`src/rtl/aes_ctrl_pkg.sv`:
```
// Shared types and sizing helpers for the AES core scheduler.
// Imported by the scheduler top and its round-robin arbiter.
package aes_ctrl_pkg;

    localparam int AES_BLK_W = 128;

    typedef enum logic [1:0] {
        ST_IDLE,
        ST_RUN,
        ST_RESP,
        ST_GAP
    } state_t;

    // Bits needed to hold a count of 0..max_count-1, never less than one.
    function automatic int cnt_width(input int max_count);
        return (max_count < 2) ? 1 : $clog2(max_count);
    endfunction

endpackage

```
`src/rtl/aes_rr_arbiter.sv`:
```
// Combinational round-robin grant: first valid requester at or above rr_ptr,
// wrapping modulo NUM_REQ.
module aes_rr_arbiter
    import aes_ctrl_pkg::*;
#(
    parameter int NUM_REQ = 2,
    parameter int IDX_W   = cnt_width(NUM_REQ)
) (
    input  logic [NUM_REQ-1:0] req_valid,
    input  logic [IDX_W-1:0]   rr_ptr,
    output logic [NUM_REQ-1:0] grant,
    output logic [IDX_W-1:0]   grant_idx,
    output logic               grant_any
);

    logic [IDX_W-1:0] cand;

    // NOTE: every combinational output gets a default first so no path leaves it unassigned (no latch).
    always_comb begin
        grant     = '0;
        grant_idx = '0;
        grant_any = 1'b0;
        cand      = '0;
        // Scan from the farthest offset back to rr_ptr so the closest hit is written last.
        for (int k = NUM_REQ - 1; k >= 0; k--) begin
            cand = IDX_W'((int'(rr_ptr) + k) % NUM_REQ);
            if (req_valid[cand]) begin
                grant_idx = cand;
                grant_any = 1'b1;
            end
        end
        if (grant_any) begin
            grant = NUM_REQ'(1) << grant_idx;
        end
    end

endmodule

```
`src/rtl/aes_core_scheduler.sv`:
```
// Shares one AES_top core between NUM_REQ requesters: round-robin accept,
// run with a watchdog, return the result over valid/ready, then idle GAP cycles.
module aes_core_scheduler
    import aes_ctrl_pkg::*;
#(
    parameter int NUM_REQ = 2,
    parameter int TIMEOUT = 64,
    parameter int GAP     = 2
) (
    input  logic                           AES_clk,
    input  logic                           AES_rst,
    input  logic [NUM_REQ-1:0]             req_valid,
    output logic [NUM_REQ-1:0]             req_ready,
    input  logic [NUM_REQ*AES_BLK_W-1:0]   req_data,
    input  logic [NUM_REQ*AES_BLK_W-1:0]   req_key,
    output logic [NUM_REQ-1:0]             rsp_valid,
    input  logic [NUM_REQ-1:0]             rsp_ready,
    output logic [AES_BLK_W-1:0]           rsp_data,
    output logic                           rsp_err,
    output logic                           core_en,
    output logic [AES_BLK_W-1:0]           core_data_in,
    output logic [AES_BLK_W-1:0]           core_key_in,
    input  logic [AES_BLK_W-1:0]           core_data_out,
    input  logic                           core_data_out_valid,
    output logic                           busy
);

    localparam int IDX_W = cnt_width(NUM_REQ);
    localparam int RUN_W = cnt_width(TIMEOUT);
    localparam int GAP_W = cnt_width(GAP);

    state_t               state, next_state;
    logic [IDX_W-1:0]     rr_ptr, gnt_idx, grant_idx;
    logic [NUM_REQ-1:0]   grant;
    logic                 grant_any;
    logic [RUN_W-1:0]     run_cnt;
    logic [GAP_W-1:0]     gap_cnt;
    logic                 run_timeout;
    logic [AES_BLK_W-1:0] data_slot [NUM_REQ];
    logic [AES_BLK_W-1:0] key_slot  [NUM_REQ];

    for (genvar i = 0; i < NUM_REQ; i++) begin : g_slot
        assign data_slot[i] = req_data[i*AES_BLK_W +: AES_BLK_W];
        assign key_slot[i]  = req_key[i*AES_BLK_W +: AES_BLK_W];
    end

    aes_rr_arbiter #(
        .NUM_REQ (NUM_REQ),
        .IDX_W   (IDX_W)
    ) u_arb (
        .req_valid (req_valid),
        .rr_ptr    (rr_ptr),
        .grant     (grant),
        .grant_idx (grant_idx),
        .grant_any (grant_any)
    );

    assign run_timeout = (run_cnt == RUN_W'(TIMEOUT - 1));
    assign busy        = (state != ST_IDLE);

    always_comb begin
        next_state = state;
        req_ready  = '0;
        case (state)
            ST_IDLE: begin
                // Gated by reset so no requester sees an accept while the block is held.
                if (grant_any && !AES_rst) begin
                    req_ready  = grant;
                    next_state = ST_RUN;
                end
            end
            ST_RUN: begin
                if (core_data_out_valid || run_timeout) begin
                    next_state = ST_RESP;
                end
            end
            ST_RESP: begin
                if (rsp_ready[gnt_idx]) begin
                    next_state = ST_GAP;
                end
            end
            ST_GAP: begin
                if (gap_cnt == GAP_W'(GAP - 1)) begin
                    next_state = ST_IDLE;
                end
            end
            default: next_state = ST_IDLE;
        endcase
    end

    // NOTE: sequential state uses non-blocking assignments so every register samples pre-edge values.
    always_ff @(posedge AES_clk or posedge AES_rst) begin
        if (AES_rst) begin
            state        <= ST_IDLE;
            rr_ptr       <= '0;
            gnt_idx      <= '0;
            run_cnt      <= '0;
            gap_cnt      <= '0;
            core_en      <= 1'b0;
            core_data_in <= '0;
            core_key_in  <= '0;
            rsp_valid    <= '0;
            rsp_data     <= '0;
            rsp_err      <= 1'b0;
        end else begin
            state   <= next_state;
            core_en <= (next_state == ST_RUN);
            case (state)
                ST_IDLE: begin
                    if (grant_any) begin
                        gnt_idx      <= grant_idx;
                        core_data_in <= data_slot[grant_idx];
                        core_key_in  <= key_slot[grant_idx];
                        run_cnt      <= '0;
                    end
                end
                ST_RUN: begin
                    run_cnt <= run_cnt + 1'b1;
                    // A core result arriving on the timeout cycle still wins.
                    if (core_data_out_valid) begin
                        rsp_data  <= core_data_out;
                        rsp_err   <= 1'b0;
                        rsp_valid <= NUM_REQ'(1) << gnt_idx;
                    end else if (run_timeout) begin
                        rsp_data  <= '0;
                        rsp_err   <= 1'b1;
                        rsp_valid <= NUM_REQ'(1) << gnt_idx;
                    end
                end
                ST_RESP: begin
                    if (rsp_ready[gnt_idx]) begin
                        rsp_valid <= '0;
                        gap_cnt   <= '0;
                        rr_ptr    <= (gnt_idx == IDX_W'(NUM_REQ - 1)) ? '0 : gnt_idx + 1'b1;
                    end
                end
                ST_GAP: begin
                    gap_cnt <= gap_cnt + 1'b1;
                end
                default: ;
            endcase
        end
    end

endmodule

```
`config.mk`:
```
export PLATFORM = sky130hd
export DESIGN_NAME = aes_core_scheduler
export DESIGN_NICKNAME = d
export VERILOG_FILES = /design/src/rtl/aes_ctrl_pkg.sv /design/src/rtl/aes_rr_arbiter.sv /design/src/rtl/aes_core_scheduler.sv
export SDC_FILE = /design/constraint.sdc
export NUM_CORES = 1
export LEC_CHECK = 0
export CORE_AREA = 2 2 410 412
export CTS_BUF_LIST = sky130_fd_sc_hd__clkbuf_4 sky130_fd_sc_hd__clkbuf_8
export DETAILED_ROUTE_END_ITERATION = 8
export DIE_AREA = 0 0 412 414
export SLEW_MARGIN = 40
export SYNTH_ARGS = -nofsm -noshare
export SYNTH_HDL_FRONTEND = slang
export SYNTH_HIERARCHICAL = 1
export SYNTH_SLANG_ARGS = --single-unit
```
`constraint.sdc`:
```
create_clock -name AES_clk -period 16.8 [get_ports AES_clk]
set_clock_uncertainty 0.15 [all_clocks]
set_input_delay 3.36 -clock AES_clk [delete_from_list [all_inputs] [get_ports AES_clk]]
set_output_delay 3.36 -clock AES_clk [all_outputs]
set_load 0.01 [all_outputs]
```
==> summary.txt <==
Global routing
  • Busiest layer in global routing: met2
  • Initial antenna violation count: 80
  • Vias in the first global route: 17,752
  • GR Util met3: 6.97%
  • First-pass GRT wire length: 161,000 microns
  • Global-route track usage on met1: 14.7%
  • GR Overflow Total: 0
  • Met2 Use GR: 24.7%
  • Largest net degree at the start of global routing: 129
  • Total track usage: 14.0%

Clock network
  • CTS clock-pin slew for the worst setup and hold paths: about 50 ps
  • CTS hold repair buffers: 0
  • Post-CTS sizing: 0
  • Clk sinks: 399
  • CTS tree: built
  • Post-CTS Setup Repair Bufs: 0
  • Worst-Skew Late Latency: 770 ps
  • Clock root cell: clkbuf_8
  • Clock tree buffer depth: 3
  • H-tree depth: 3
  • Number of buffers created by CTS: between 80 and 90

Yosys
  • Ys flop type: dfrtp_1
  • Synth Cell Area: 17,600 sq um
  • Post-Synthesis Net Count: 2,399
  • Top-area cell type share of the netlist area: a little under three fifths
  • Async SR Flop Fraction: 100%
  • Avg Cell Area, Syn: 10.0 sq um
  • Count leader, synth: nand2_1
  • Cells after Synth: 1,751
  • Register area share after synthesis: 56.9%
  • Cell taking the most area after synthesis: dfrtp_1
  • Synth unique cells: 38
  • Post-synth EDFFs: 0
  • Synth warn: 6
  • Synth cell count leaders: nand2_1 (520), dfrtp_1 (399), mux2i_1 (258), o21ai_1 (229), o21ai_0 (162)
  • Top cells by area, synth: dfrtp_1 (57%), mux2i_1 (15%), nand2_1 (11%)
  • Yosys reg bits: 399

Pwr
  • Pleak: 13.4 nW
  • Max VDD drop: between 0.0001 and 0.00015 V
  • PwrDens: 165 nW/um^2
  • Final Power: 5.30 mW

Floorplan
  • Die height: 414 microns
  • # IOs: 1,038
  • Core area: 166,000 sq um
  • Std-Cell Rows: 150
  • Initial core utilization: 10.6%
  • Die area: 171,000 sq um
  • Die W: 412 microns

Job
  • Max cap viols: 0

Critical path
  • Worst-path fanout max: 106
  • Worst Path Required: about 13,000 ps
  • Startpoint types: input pin
  • Critical path capture point type: output pin
  • Worst r2r src: rr_ptr$_DFFE_PP0P_
  • Worst setup path start: AES_rst
  • Critical Path Sink: req_ready[0]
  • Critical path arrival: 5340 ps
  • Crit Path Class: input pin to output pin
  • R2R cell count: 7
  • Crit Reg-Reg Endpoint: core_key_in[79]$_DFFE_PP0P_
  • R2R Setup Slk: roughly 13,000 ps

Final layout
  • Fillers: 18,346
  • P&R area growth vs syn: 83.3%
  • Post-layout net count: 3,412
  • Layout cells sized above 1: 6.27%
  • Post-route insts no fill: around 5,000

Place
  • DP Wirelength: just over 100,000 microns
  • Final Wtd Congestion: 0.956
  • Number of port buffers: about 1,000
  • Placed Instances: 4,878

Timing
  • RSZ-0062 raised after global routing: no
  • Tcrit/Tclk final: 52.7%
  • Slew @ Worst Pin: ~800 ps
  • Relative slew slack: 46.9%
  • Fin. Hold Viols: 0
  • Slew Viols, Final: 0
  • Achievable Freq: approximately 110 MHz
  • Tmin final: 8850 ps
  • Setup TNS: 0 ps
  • Final setup violation count: 0

Drt
  • First drt pass iteration count: 5
  • Remaining DRCs: 0
  • Initial DRC count: around 1,000
  • Remaining antenna violation count: 0
  • Vias: 17,335
  • WL/cell: ~25 microns
  • Drt total wl: 124,000 microns
  • Vias/cell: roughly 3.4

Outcome
  • Outcome: complete, no violations

Hold path
  • HP Class: flop to flop
## worst min path at each step
stage	start	depth (start not counted)	to	slack [ps]
after global routing	core_data_in[21]$_DFFE_PP0P_	2	core_data_in[21]$_DFFE_PP0P_	350
final	core_key_in[120]$_DFFE_PP0P_	2	core_key_in[120]$_DFFE_PP0P_	330
after CTS	core_key_in[120]$_DFFE_PP0P_	2	core_key_in[120]$_DFFE_PP0P_	330
after global placement	core_key_in[119]$_DFFE_PP0P_	2	core_key_in[119]$_DFFE_PP0P_	320
after detailed placement	core_key_in[120]$_DFFE_PP0P_	2	core_key_in[120]$_DFFE_PP0P_	320
after floorplan	run_cnt[2]$_DFFE_PP0P_	1	run_cnt[2]$_DFFE_PP0P_	340
## area by class of cell
cell class	instances	area (sq um)	share of cell area (%)
antenna	16	40.0	0.124
clock inverter	15	228	0.708
timing repair buffer	1058	10700	33.2
clock buffer	128	1590	4.95
tap	2204	2760	8.57
inverter	6	35.0	0.109
multi-input combinational	1215	6850	21.3
sequential	399	9980	31.0
## worst max-delay path, stage by stage
cell	delay (ps)
clkdlybuf4s50_1	640
clkinv_8	460
and3_1	370
clkdlybuf4s50_1	490
## flip-flops by register name, indices dropped and copies added, names as in the netlist, 2 cells and up
name and flops:
core_data_in 128, core_key_in 128, rsp_data 128, run_cnt 6, rsp_valid 2, state 2
## power breakdown
group          internal (mW)  switching, mW  leakage (nW)  total (mW)
Sequential              1.41          0.278          4.98        1.69
Combinational           1.16           1.27          7.46        2.43
Clock                  0.668          0.513         0.966        1.18
Total                   3.24           2.06          13.4        5.30
## metal layers
metal	up-vias	routed length, microns
met1	8273	43500
met4	18	3480
met2	856	61600
li1	7949	-
met5	-	112
met3	239	14800
## through the flow
step / util [%] / worst slack [ps] / instance area (sq um) / hold slack [ps]
after floorplan: - / 622 / 17600 / 337
final: 19.3 / 7950 / 32200 / 327
after CTS: 19.3 / 7840 / 32000 / 331
after global routing: 19.3 / 7810 / 32100 / 353
after detailed placement: 18.2 / 7850 / 30200 / 320
after global placement: 18.1 / 7850 / 30200 / 315
## kinds of logic (layout without fill, tap and decap cells)
logic type / after synthesis / in the layout / synth area share, %
AO/OA/AOI/OAI: 410 / 410 / 11.9
multiplexers: 260 / 260 / 14.9
buffers and inverters: 137 / 1207 / 4.27
flip-flops: 399 / 399 / 56.9
adder cells (fa/ha/maj): 1 / 1 / 0.0713
other: 0 / 16 / 0
AND/OR/NAND/NOR: 544 / 544 / 12.0
## layout by cell type, fill, tap and decap left out, types with 3 or more instances in the layout
cell,count
nand3_1,4
buf_16,4
inv_8,3
buf_6,6
and3_1,3
diode_2,16
dfrtp_1,399
bufinv_16,4
a21oi_1,4
o21ai_1,229
o21ai_0,162
clkdlybuf4s50_1,1035
buf_4,6
nand2_1,520
mux2i_1,257
buf_12,5
clkbuf_8,101
clkinv_2,5
inv_1,5
clkbuf_4,27
Note: power is estimated with default switching activity, not from simulation.
